**src/rtl/fetch_stage.sv**
```systemverilog
// fetch_stage: PC register, IF/ID register and single-outstanding instruction-memory fetch
// Ports: clk/reset (sync, active-high); PcWrite/if_idWrite/pc_src/address_out from hazard unit;
//        imem_req/imem_addr/imem_ready/imem_rdata memory handshake; pc, instruction_id, pc_id, valid_id to decode.
module fetch_stage #(
    parameter logic [31:0] RESET_PC  = 32'h0000_0000,
    parameter logic [31:0] NOP_INSTR = 32'h0000_0000
) (
    input  logic        clk,
    input  logic        reset,
    input  logic        PcWrite,
    input  logic        if_idWrite,
    input  logic        pc_src,
    input  logic [31:0] address_out,
    output logic        imem_req,
    output logic [31:0] imem_addr,
    input  logic        imem_ready,
    input  logic [31:0] imem_rdata,
    output logic [31:0] pc,
    output logic [31:0] instruction_id,
    output logic [31:0] pc_id,
    output logic        valid_id
);
    typedef enum logic [1:0] {S_REQ, S_WAIT, S_HOLD} state_t;
    state_t      state_q;
    logic [31:0] pc_q, addr_q, instr_q, pc_id_q, skid_instr_q, skid_pc_q;
    logic        req_q, kill_q, valid_q;
    logic [31:0] pc_d;
    logic        wait_open;
    assign pc_d      = PcWrite ? pc_q + 32'd4 : pc_q;
    // a redirect that lands while a response is still outstanding must wait for it and discard it
    assign wait_open = state_q == S_WAIT && !imem_ready;
    assign imem_req       = req_q;
    assign imem_addr      = addr_q;
    assign pc             = pc_q;
    assign instruction_id = instr_q;
    assign pc_id          = pc_id_q;
    assign valid_id       = valid_q;
    always_ff @(posedge clk) begin
        if (reset) begin
            state_q      <= S_REQ;
            pc_q         <= RESET_PC;
            addr_q       <= RESET_PC;
            req_q        <= 1'b0;
            kill_q       <= 1'b0;
            instr_q      <= NOP_INSTR;
            pc_id_q      <= 32'h0;
            valid_q      <= 1'b0;
            skid_instr_q <= NOP_INSTR;
            skid_pc_q    <= 32'h0;
        end else if (pc_src) begin
            pc_q    <= {address_out[31:2], 2'b00};
            instr_q <= NOP_INSTR;
            valid_q <= 1'b0;
            kill_q  <= wait_open;
            req_q   <= wait_open;
            state_q <= wait_open ? S_WAIT : S_REQ;
        end else begin
            case (state_q)
                S_REQ: begin
                    req_q   <= 1'b1;
                    addr_q  <= pc_q;
                    state_q <= S_WAIT;
                    if (if_idWrite) begin
                        instr_q <= NOP_INSTR;
                        valid_q <= 1'b0;
                    end
                end
                S_WAIT: begin
                    if (imem_ready) begin
                        req_q <= 1'b0;
                        if (kill_q) begin
                            kill_q  <= 1'b0;
                            state_q <= S_REQ;
                            if (if_idWrite) begin
                                instr_q <= NOP_INSTR;
                                valid_q <= 1'b0;
                            end
                        end else if (if_idWrite) begin
                            instr_q <= imem_rdata;
                            pc_id_q <= addr_q;
                            valid_q <= 1'b1;
                            pc_q    <= pc_d;
                            state_q <= S_REQ;
                        end else begin
                            skid_instr_q <= imem_rdata;
                            skid_pc_q    <= addr_q;
                            state_q      <= S_HOLD;
                        end
                    end else if (if_idWrite) begin
                        instr_q <= NOP_INSTR;
                        valid_q <= 1'b0;
                    end
                end
                S_HOLD: begin
                    if (if_idWrite) begin
                        instr_q <= skid_instr_q;
                        pc_id_q <= skid_pc_q;
                        valid_q <= 1'b1;
                        pc_q    <= pc_d;
                        state_q <= S_REQ;
                    end
                end
                default: state_q <= S_REQ;
            endcase
        end
    end
endmodule
```
**config.mk**
```make
export PLATFORM = sky130hd
export DESIGN_NAME = fetch_stage
export DESIGN_NICKNAME = d
export VERILOG_FILES = /design/src/rtl/fetch_stage.sv
export SDC_FILE = /design/constraint.sdc
export NUM_CORES = 1
export LEC_CHECK = 0
export CAP_MARGIN = 5
export CORE_ASPECT_RATIO = 0.5
export CORE_UTILIZATION = 49
export CTS_BUF_LIST = sky130_fd_sc_hd__clkbuf_16
export CTS_CLUSTER_DIAMETER = 120
export DETAILED_ROUTE_END_ITERATION = 16
export GPL_TIMING_DRIVEN = 0
export HOLD_SLACK_MARGIN = 0.15
export PLACE_DENSITY = 0.8
export RECOVER_POWER = 25
export REMOVE_ABC_BUFFERS = 1
export SYNTH_ARGS = -nofsm -noshare
export SYNTH_HDL_FRONTEND = slang
export SYNTH_SLANG_ARGS = --single-unit
```
**constraint.sdc**
```tcl
create_clock -name clk -period 2.4 [get_ports clk]
set_clock_uncertainty 0.05 [all_clocks]
set_input_delay 0.24 -clock clk [delete_from_list [all_inputs] [get_ports clk]]
set_output_delay 0.24 -clock clk [all_outputs]
set_load 0.01 [all_outputs]
```
==> results.cfg <==
[yosys]
mappedNetlistArea_um2 = 8020
synth_area_per_cell_um2 = 8.514
synth_async_sr_flop_share = 0
yosys-top-cells-count = 201 x sky130_fd_sc_hd__nand2_1, 189 x sky130_fd_sc_hd__dfxtp_1, 135 x sky130_fd_sc_hd__a21oi_1, 68 x sky130_fd_sc_hd__clkbuf_1, 38 x sky130_fd_sc_hd__a211oi_1
synthMostInstantiatedCell = sky130_fd_sc_hd__nand2_1
netlist.top_cell.by_area = sky130_fd_sc_hd__dfxtp_1
post-synth-top-area-fraction = 0.4718
synth_warnings = 0
sequential_to_total_area_share_from_yosys_stat = 0.4718
synth_seq_cells = 189
yosys-top-cells-area = sky130_fd_sc_hd__dfxtp_1 47%, sky130_fd_sc_hd__nand2_1 9.4%, sky130_fd_sc_hd__a21oi_1 8.4%
yosys.cell_types.count = 57
ys.flop_type = sky130_fd_sc_hd__dfxtp_1
edff_count_synth = 0
netlist_instances = 942

[floorplan]
rows = 32
initial_core_util = 0.5110
io_pins = 200
placeableCoreArea_um2 = 15700
dieWidth_um = 182.9
die-area_um2 = 16910
die_h_um = 92.47

[drt]
ant_nets = 0
drc_violations_left = 0
first_iteration_detailed_routing_drc_count = 864
route.vias.total = 8429
avgViaCountPerCell = 6.207
detailedRoute.firstPassIterationCount = 5
detail_route.wirelength_mm = 28.98
detail_route.wl_per_cell_um = 21.34

[job]
max-cap-violations = 0

[sta]
finalHoldViolCount = 0
fmaxAchievable_mhz = 407.0
timing.max_slew.rel_slack = 0.3368
worstMarginPinSlew_ns = 0.9894
final_max_slew_viol_count = 0
final.min_clock_period_ns = 2.457
setup_viol_count_final = 30
final.setup.worst_slack_ns = -0.05673
setup_total_negative_slack_ns = -0.8428
min_period_over_period = 1.024

[place]
cell_area_placed_um2 = 10160
dpl.cell_count = 1288
place.detailed.hpwl_mm = 15.59
place_congestion = 0.7992
port_buffers = 191

[power]
power.net_switching_mw = 1.976
power_frac_clock = 0.410
power_leakage_nw = 3.881
power_density_over_the_cells_nw_per_um2 = 639.9
power_report.internal_total_mw = 5.234
peakVddDrop_mv = 0.5995
netSwitchingFraction = 0.2740
power.share.combinational = 0.125
seqPwrFrac = 0.465

[critical_path]
endpoint_kind = register
crit_path_cell_trace = clkdlybuf4s50_1 -> inv_1 -> o22ai_4 -> buf_16 -> and2_4 -> a211oi_1
critical_path_arrival_ns = 2.69
worstPathRequired_ns = 2.64
critical_path.max_fanout = 28
critical_path_class = input pin to register
critPathLaunchType = input pin
largest_stage_delay_worst_path_ns = 0.75
timing.critical_path.slowest_stage_cell = sky130_fd_sc_hd__clkdlybuf4s50_1

[clocking]
clock-sinks = 189
cts.htree.levels = 4
clk_pin_slew_ns = 0.08
tritoncts = done
numCtsBuffers = 17
clk_buf_depth = 2
cts_root_buffer = sky130_fd_sc_hd__clkbuf_16
clkLatencyLatePin_ns = 0.43

[status]
failed_checks = setup timing
run_status = finished with violations

[grt]
track_usage = 0.3222
global_route_wire_length_before_repair_mm = 42.38
grt_pass1_vias = 7880
grt_max_degree = 120
grt_antenna_before_repair = 0
globalRoute.totalOverflow = 0

[finish]
final_cell_count_no_fill = 1358
final_core_utilization = 0.7180
fillers = 1162
area_growth_pct = 40.50
antennaDiodeCount = 0
nets = 1199
postLayoutCellArea_um2 = 11270
final_layout_size_suffix_gt1_frac = 0.08531

[hold_path]
holdCritPathClass = input pin to register
-- power by group through the flow --
stage,clock network [mW],registers (mW),logic (mW)
2_1_floorplan,0,3.43,0.271
3_3_place_gp,0,3.41,0.752
3_5_place_dp,0,3.42,0.803
4_1_cts,2.96,3.35,0.867
5_1_grt,3.08,3.37,0.948
6_report,2.95,3.36,0.901
-- cell usage in the layout (no fill, tap or decap), types with 19 or more instances in the layout --
cell type                         count
sky130_fd_sc_hd__a211oi_1            38
sky130_fd_sc_hd__a21oi_1            134
sky130_fd_sc_hd__a22oi_1             32
sky130_fd_sc_hd__clkbuf_16           19
sky130_fd_sc_hd__clkdlybuf4s50_1    112
sky130_fd_sc_hd__dfxtp_1            184
sky130_fd_sc_hd__dlygate4sd3_1       90
sky130_fd_sc_hd__mux2i_1             30
sky130_fd_sc_hd__nand2_1            201
sky130_fd_sc_hd__nor2_1              28
sky130_fd_sc_hd__o2bb2ai_1           32
-- final cells by class --
class	count	area (um^2)	share of cell area
repair buffers	235	2460	0.2183
multi-input cells	672	4095	0.3634
flip-flops and latches	189	3790	0.3363
inverters	8	33.78	0.002998
repair inverters	1	5.005	0.0004441
clock inverters	15	182.7	0.01621
clock buffers	17	425.4	0.03775
well taps	221	276.5	0.02454
-- final timing paths --
kind | startpoint | end | slack [ns] | cells past startpoint
worst max register to register | state_q[0] | pc_id[8] | 0 | 8
worst min-delay path | reset | skid_pc_q[17] | 0.12 | 2
worst min register to register | skid_instr_q[16] | skid_instr_q[16] | 0.41 | 2
worst max-delay path | if_idWrite | pc_id[8] | -0.06 | 6
-- kinds of logic after synthesis --
group                      after synthesis  synth area share
and+or+nand+nor                        323            0.1850
AOI/OAI and AO/OA                      296            0.2440
DFF                                    189            0.4718
buffers and inverters                   92           0.04696
muxes                                   30           0.03744
xor gates and xnor gates                 6          0.006553
adders and majority gates                5          0.007800
other                                    1         0.0004676
-- sequential cells by signal, summed over array words and instances (netlist names) --
name            count
kill_q              1
skid_instr_q       32
state_q             2
pc                 30
pc_id              30
imem_addr          30
valid_id            1
instruction_id     32
skid_pc_q          30
imem_req            1
-- per-layer routing --
metal / up-vias / global-route usage / wire, um
met4: 0 / 0.1368 / 981
met2: 492 / 0.5377 / 13640
met1: 4059 / 0.4082 / 11710
li1: 3777 / - / -
met3: 101 / 0.06410 / 2645
met5: - / 0 / 0
-- through the flow --
stage	power (mW)	setup WS, ns	hold WS, ns
global route	7.399	-0.03604	0.1544
CTS	7.172	-0.002500	0.1110
global placement	4.166	-5.720	0.3908
floorplan	3.702	-2.038	0.2591
detailed placement	4.221	-1.434	0.3961
finish	7.210	-0.05673	0.1192
-- repair_timing --
item | CTS | global route
setup endpoints to repair | 185 | 110
pin swaps | 6 | 0
endpoints found under the hold margin | 21 | 3
setup buffers | 11 | 6
gates cloned | 7 | 2
gates resized for setup | 20 | 14
hold buffers | 10 | 3
-- critical path: cells and delay by family --
| kind | cells | cell delay (ns) |
|---|---|---|
| compound gates | 2 | 0.63 |
| buf+inv | 3 | 1.43 |
| simple gates | 1 | 0.37 |
Power figures use the tool's default switching activity.
